## src/rtl/monexp_sched.sv

```systemverilog
// Round-robin scheduler that shares one modular-exponentiation engine among NREQ
// requesters: grants, sizes the exponent, starts the engine and returns its result.
module monexp_sched #(
  parameter int unsigned BITLEN     = 256,
  parameter int unsigned LOG_BITLEN = 8,
  parameter int unsigned NREQ       = 4,
  parameter int unsigned TMO_BITS   = 20
) (
  input  logic                     clk,
  input  logic                     rst_n,
  input  logic [NREQ-1:0]          req,
  input  logic [NREQ*BITLEN-1:0]   req_e,
  output logic [NREQ-1:0]          gnt,
  output logic [NREQ-1:0]          done,
  output logic                     err,
  output logic [BITLEN-1:0]        ans_out,
  output logic                     busy,
  output logic                     eng_start,
  output logic [BITLEN-1:0]        eng_e,
  output logic [LOG_BITLEN-1:0]    eng_e_idx,
  input  logic                     eng_stop,
  input  logic [BITLEN-1:0]        eng_ans
);

  localparam int unsigned PW = (NREQ > 1) ? $clog2(NREQ) : 1;
  localparam logic [TMO_BITS-1:0] TMO_LAST = {{(TMO_BITS-1){1'b1}}, 1'b0};

  typedef enum logic [2:0] {S_IDLE, S_SCAN, S_START, S_WAIT, S_DONE} state_t;

  state_t                state, state_nxt;
  logic [PW-1:0]         ptr, win_idx;
  logic                  win_any;
  logic [NREQ-1:0]       win_oh, gnt_q;
  logic [BITLEN-1:0]     eng_e_q, ans_q;
  logic [LOG_BITLEN-1:0] idx_q, msb_idx;
  logic [TMO_BITS-1:0]   wdog;
  logic                  stop_prev, err_q, stop_rise, tmo_hit;

  // Search starts one past the last winner so a held request cannot starve others.
  always_comb begin
    int unsigned k;
    k       = 0;
    win_any = 1'b0;
    win_idx = '0;
    win_oh  = '0;
    for (int unsigned i = 1; i <= NREQ; i++) begin
      k = ({{(32-PW){1'b0}}, ptr} + i) % NREQ;
      if (!win_any && req[k]) begin
        win_any   = 1'b1;
        win_idx   = PW'(k);
        win_oh[k] = 1'b1;
      end
    end
  end

  always_comb begin
    msb_idx = '0;
    for (int unsigned i = 0; i < BITLEN; i++) begin
      if (eng_e_q[i]) msb_idx = LOG_BITLEN'(i);
    end
  end

  // stop_prev tracks eng_stop in every state, so a level already high on WAIT entry is no edge.
  assign stop_rise = eng_stop & ~stop_prev;
  assign tmo_hit   = (wdog == TMO_LAST);

  always_comb begin
    state_nxt = state;
    case (state)
      S_IDLE:  if (win_any) state_nxt = S_SCAN;
      S_SCAN:  state_nxt = (eng_e_q == '0) ? S_DONE : S_START;
      S_START: state_nxt = S_WAIT;
      S_WAIT:  if (stop_rise || tmo_hit) state_nxt = S_DONE;
      S_DONE:  state_nxt = S_IDLE;
      default: state_nxt = S_IDLE;
    endcase
  end

  always_ff @(posedge clk or negedge rst_n) begin
    if (!rst_n) begin
      state     <= S_IDLE;
      ptr       <= PW'(NREQ - 1);
      gnt_q     <= '0;
      eng_e_q   <= '0;
      idx_q     <= '0;
      ans_q     <= '0;
      wdog      <= '0;
      stop_prev <= 1'b0;
      err_q     <= 1'b0;
    end else begin
      state     <= state_nxt;
      stop_prev <= eng_stop;
      case (state)
        S_IDLE: begin
          if (win_any) begin
            gnt_q   <= win_oh;
            ptr     <= win_idx;
            eng_e_q <= req_e[int'(win_idx)*BITLEN +: BITLEN];
            err_q   <= 1'b0;
          end
        end
        S_SCAN: begin
          idx_q <= msb_idx;
          if (eng_e_q == '0) ans_q <= BITLEN'(1);
        end
        S_START: wdog <= '0;
        S_WAIT: begin
          wdog <= wdog + TMO_BITS'(1);
          if (stop_rise)    ans_q <= eng_ans;
          else if (tmo_hit) err_q <= 1'b1;
        end
        S_DONE: begin
          gnt_q <= '0;
          err_q <= 1'b0;
        end
        default: ;
      endcase
    end
  end

  assign gnt       = gnt_q;
  assign done      = (state == S_DONE) ? gnt_q : '0;
  assign err       = (state == S_DONE) && err_q;
  assign busy      = (state != S_IDLE);
  assign eng_start = (state == S_START);
  assign eng_e     = eng_e_q;
  assign eng_e_idx = idx_q;
  assign ans_out   = ans_q;

endmodule

```

## config.mk

```make
export PLATFORM = sky130hd
export DESIGN_NAME = monexp_sched
export DESIGN_NICKNAME = d
export VERILOG_FILES = /design/src/rtl/monexp_sched.sv
export SDC_FILE = /design/constraint.sdc
export NUM_CORES = 2
export LEC_CHECK = 0
export ABC_AREA = 1
export CAP_MARGIN = 20
export CORE_AREA = 2 2 713 715
export DETAILED_ROUTE_END_ITERATION = 10
export DIE_AREA = 0 0 715 717
export HOLD_SLACK_MARGIN = 0.03
export PLACE_DENSITY = 0.3
export SETUP_SLACK_MARGIN = 0.1
export SLEW_MARGIN = 20
export SYNTH_ARGS = -nofsm -noshare
export SYNTH_HDL_FRONTEND = slang
export SYNTH_SLANG_ARGS = --single-unit
```

## constraint.sdc

```tcl
create_clock -name clk -period 12.2 [get_ports clk]
set_clock_uncertainty 0.2 [all_clocks]
set_input_delay 1.83 -clock clk [delete_from_list [all_inputs] [get_ports clk]]
set_output_delay 1.83 -clock clk [all_outputs]
set_load 0.01 [all_outputs]
```

Yosys cells after proc, flatten, opt, wreduce, memory -nomap -nowiden:

Index checks and enable logic that the tools add are counted.

* register bits: 551
* input port bits: 1287
* word-level logic and storage cells: 361

* $add $sub $neg: 5
* magnitude comparators: 8
* eq/ne operators: 11
* shift operators: 1
* muxes and demuxes: 298
* bitwise logic cells: 5
* reductions and logical operators: 24

Operators by type and width (count)
* $mux 8: 254
* $shiftx 1024x11->256: 1
* $mux 256: 2
* $pmux 256 s2: 1
* $logic_not 256->1: 1
* $pmux 20 s2: 1
* $mux 4: 6
* $add 20x1->20 const B: 1
* $eq 20x20->1 const B: 1
* $mux 1: 16
* $lt 2x3->1 const B: 4
* $ne 2x2->1 const B: 6
* $or 4x4->4: 3
* $pmux 3 s4: 1
* $mux 3: 3
* $bmux 1 s2: 4
* $demux 1 s2: 4
* $ge 2x1->1 const B: 4
* $logic_and 1x1->1: 8
* $mux 2: 4
* $pmux 4 s2: 1
* $eq 3x2->1 const B: 2
* $reduce_and 2->1: 3
* $reduce_bool 2->1: 3
* other kinds (13): 18

Logic depth before layout (Yosys ltp):

* depth after elaboration: 255
* depth in mapped cells: 255

Worst setup path after synthesis:

OpenSTA, ideal clock, no wires.

* path kind: reg-to-reg
* start: register eng_e_q[2], in the netlist eng_e[2]
* end: register idx_q[0], in the netlist eng_e_idx[0]
* setup time: 0.073 ns
* arrival time: 11.135 ns
* data required time: 11.927 ns
* slack: 0.792 ns
* cell stages (with the launch flop): 256
* path through: dfrtp_1 -> inv_2 -> nand2_1 -> nand2_1 -> nand2_1 -> nand2_1 -> nand2_1 -> nand2_1 -> nand2_1 -> nand2_1 -> nand2_1 -> nand2_1 -> nand2_1 -> nand2_1 -> nand2_1 -> nand2_1 -> nand2_1 -> nand2_1 -> (+220 left out) -> nand2_1 -> nand2_1 -> nand2_1 -> nand2_1 -> nand2_1 -> nand2_1 -> nand2_1 -> nand2_1 -> nand2_1 -> nand2_1 -> nand2_1 -> nand2_1 -> nand2_1 -> nand2_1 -> nand2_1 -> nand2_1 -> nand2_1 -> a21oi_2

* word-level cells in the longest chain between the ends: 254

Ends and longest elaborated chain
* from (decl): RTL line 34 `logic [BITLEN-1:0] eng_e_q, ans_q;`
* from (signal assigned): RTL line 98 `eng_e_q <= req_e[int'(win_idx)*BITLEN +: BITLEN];`
* $mux 8 (254 in a row): RTL line 59 `if (eng_e_q[i]) msb_idx = LOG_BITLEN'(i);`
* to (signal assigned): RTL line 103 `idx_q <= msb_idx;`
* to (decl): RTL line 35 `logic [LOG_BITLEN-1:0] idx_q, msb_idx;`

No other way between the ends.
A chain may end at the register's enable or synchronous reset.

Worst setup path in the final report:

Ends and elaborated chain as after synthesis.

==> impl_metrics.tcl <==
set metrics [dict create \
    outcome "finished with violations" \
    violations "negative setup slack" \
    grt_max_degree 163 \
    numPortBuffers 1817 \
    yosysTopAreaCellShare 0.433 \
    reg2reg_depth 255 \
    holdPathStages 1 \
    clock_path_buffers 4 \
    grt-ovfl-total 0 \
    drc_errors 0 \
    maxCapViolations 0 \
    viasPerCell 3.16 \
    ant_nets 0 \
    start_util 0.0628 \
    slew_headroom 0.288 \
    cts.sink_count 551 \
    cp_common_cell "nand2_1" \
    row_count 261 \
    synth_top_area_cell "dfrtp_1" \
    synth.area.mux_share 0.0323 \
    antenna_found_initial 426 \
    timing_worst_setup_path_type "flop to flop" \
    dieArea_um2 513000 \
    grtUsageTotal 0.157 \
    ys_async_sr_fraction 1.00 \
    fmax_ghz 0.0689 \
    final_cells 12600 \
    synthDistinctLibCells 39 \
    cts-htree-levels 3 \
    p_per_area_nw_per_um2 302 \
    area_growth_pct 95.3 \
    dp_slack_ns -2.85 \
    dr.pass1.iters 6 \
    synth_edf_count 0 \
    min_from "ans_out[107]" \
    wirelength_um 421000 \
    layout-drive-gt1-share 0.0666 \
    num_vias 39800 \
    fin_crit_ns 14.51 \
    crit_required_ns 12.74 \
    hpwl_um 368000 \
    rsz0062_at_grt "true" \
    dp.cells 12300 \
    stdcell_area_um2 61900 \
    grt_pass1_vias 40000 \
    startpoint_type "flop" \
    cts_tree "built" \
    end_kind "flop" \
    cts_buffers 94 \
    min_path_type "flop to flop" \
    p_leak_uw 0.0240 \
    clk_latency_ns 0.84 \
    timing.rr.start "eng_e[2]" \
    worst_pin_slew_ns 1.07 \
    maxSlewViolCount 0 \
    coreArea_um2 505000 \
    syn_nets 5179 \
    yosysWarnings 0 \
    final-hold-violation-count 0 \
    synth-simple-area-share 0.183 \
    ys_seq_elements 551 \
    synth-seq-area-share 0.435 \
    fin_ws_ns -2.31 \
    placed_area_um2 58400 \
    tns_ns -2.31 \
    num-nets-final 6950 \
    synthXorXnorAreaFrac 0.000553 \
    drtIter0Drc 3034 \
    clk_pin_slew_worst_paths_ns 0.07 \
    die_h_um 717 \
    ys.flop_type "dfrtp_1" \
    boundaryPins 1818 \
    synth-compound-area-share 0.246 \
    totalPowerFinal_uw 18700 \
    critPathMaxStageDelay_ns 0.38 \
    ir_drop_mv 0.265 \
    setup_violations 1 \
    slowest_stage "dfrtp_1" \
    gp_congestion 0.931 \
    crit_path_max_fanout 2 \
    startpoint "eng_e[2]" \
    arrival_ns 15.05 \
    fin_crit_sh 1.19 \
    synth_adder_area_share 0.00316 \
    cts-root-buf "clkbuf_16" \
    synth.area.top_cells "dfrtp_1 (43%), nor2_1 (10%), nand2_1 (7.3%), a22o_1 (7.0%), o21ai_0 (4.5%)" \
    wl_per_cell_um 33.4 \
    grt_pass1_wl_um 512000 \
    synthCells 3884 \
    synth_top_family_by_area "compound AO/OA/AOI/OAI gates" \
    synth_area_um2 31700 \
    synth.avg_cell_area_um2 8.16 \
    fp.dieW_um 715 \
]
## final timing paths
kind                                end  slack (ns)
setup / recovery           eng_e_idx[0]       -2.31
min in group asynchronous   ans_out[63]        0.79
setup reg to reg           eng_e_idx[0]       -2.31
hold / removal             ans_out[107]        0.30
max in group asynchronous    eng_e[114]        8.67
hold reg to reg            ans_out[107]        0.30
## cell usage after synthesis (all sizes together) (71+ instances only)
| cell | n |
|---|---|
| bufinv | 71 |
| clkbuf | 245 |
| o32ai | 157 |
| a21oi | 175 |
| a22o | 255 |
| nand2 | 618 |
| inv | 243 |
| mux2i | 100 |
| o221ai | 100 |
| o21ai | 282 |
| nor2 | 879 |
| dfrtp | 549 |
| o21bai | 104 |
## placed cells by master, fill, tap and decap left out, types with 100 or more instances in the layout
cell type	Yosys	final
clkdlybuf4s50_1	0	1815
nor2_1	879	879
nand2_1	618	602
dfrtp_1	549	549
o21ai_0	282	281
a22o_1	255	255
inv_1	237	235
a21oi_1	174	174
diode_2	0	159
o32ai_1	157	154
buf_4	0	119
o21bai_1	104	104
mux2i_1	100	100
o221ai_1	100	100
## kinds of logic after synthesis
kind of cell / count (synthesis)
compound gates: 1107
xor+xnor: 2
fa+ha+maj: 8
buf+inv: 586
flops: 551
mux: 102
simple gates: 1528
## where the power goes
group	leakage, µW	internal (µW)	switching (µW)	total, µW
combinational	0.0156	4380	8340	12700
clock	0.00148	1630	1180	2810
sequential	0.00687	2520	658	3180
## final cells by class
class | count | area, µm²
Fill cell | 58100 | 443000
Clock buffer | 135 | 2720
Tap cell | 6706 | 8390
Multi-Input combinational cell | 2747 | 14800
Antenna cell | 159 | 398
Timing Repair Buffer | 1945 | 19300
Inverter | 316 | 2200
Clock inverter | 31 | 324
Sequential cell | 551 | 13800
## state kept, by name, indices dropped and copies added (netlist names), 2 cells and up
register and count:
eng_e 256, ans_out 256, wdog 20, gnt 4, ptr 2, state 3, eng_e_idx 8
## stage by stage
| stage | hold slack (ns) | util |
|---|---|---|
| CTS | 0.302 | 0.122 |
| global placement | 0.282 | 0.116 |
| finish | 0.297 | 0.123 |
| detailed placement | 0.280 | 0.116 |
| floorplan | 0.291 | - |
| global route | 0.309 | 0.122 |
## worst max-delay path: cells and delay by family (launching register included)
family	cells	cell delay (ns)
AOI/OAI and AO/OA	1	0.10
DFF	1	0.38
buffers and inverters	1	0.06
and+or+nand+nor	253	13.64
## repair_timing
action | 4_1_cts | 5_1_grt
resized for setup | 11 | 5
buffers inserted | 0 | 0
setup endpoints to repair | 1 | 1
pin swaps | 2 | 5
hold buffers | 0 | 0
## metal layers
metal	vias to the layer above	GRT usage	wire length, µm
met5	-	0	1250
met4	186	0.0353	12200
met3	790	0.0719	44300
met2	2055	0.264	197000
met1	19700	0.182	167000
li1	17100	-	-
Power figures use the tool's default switching activity.
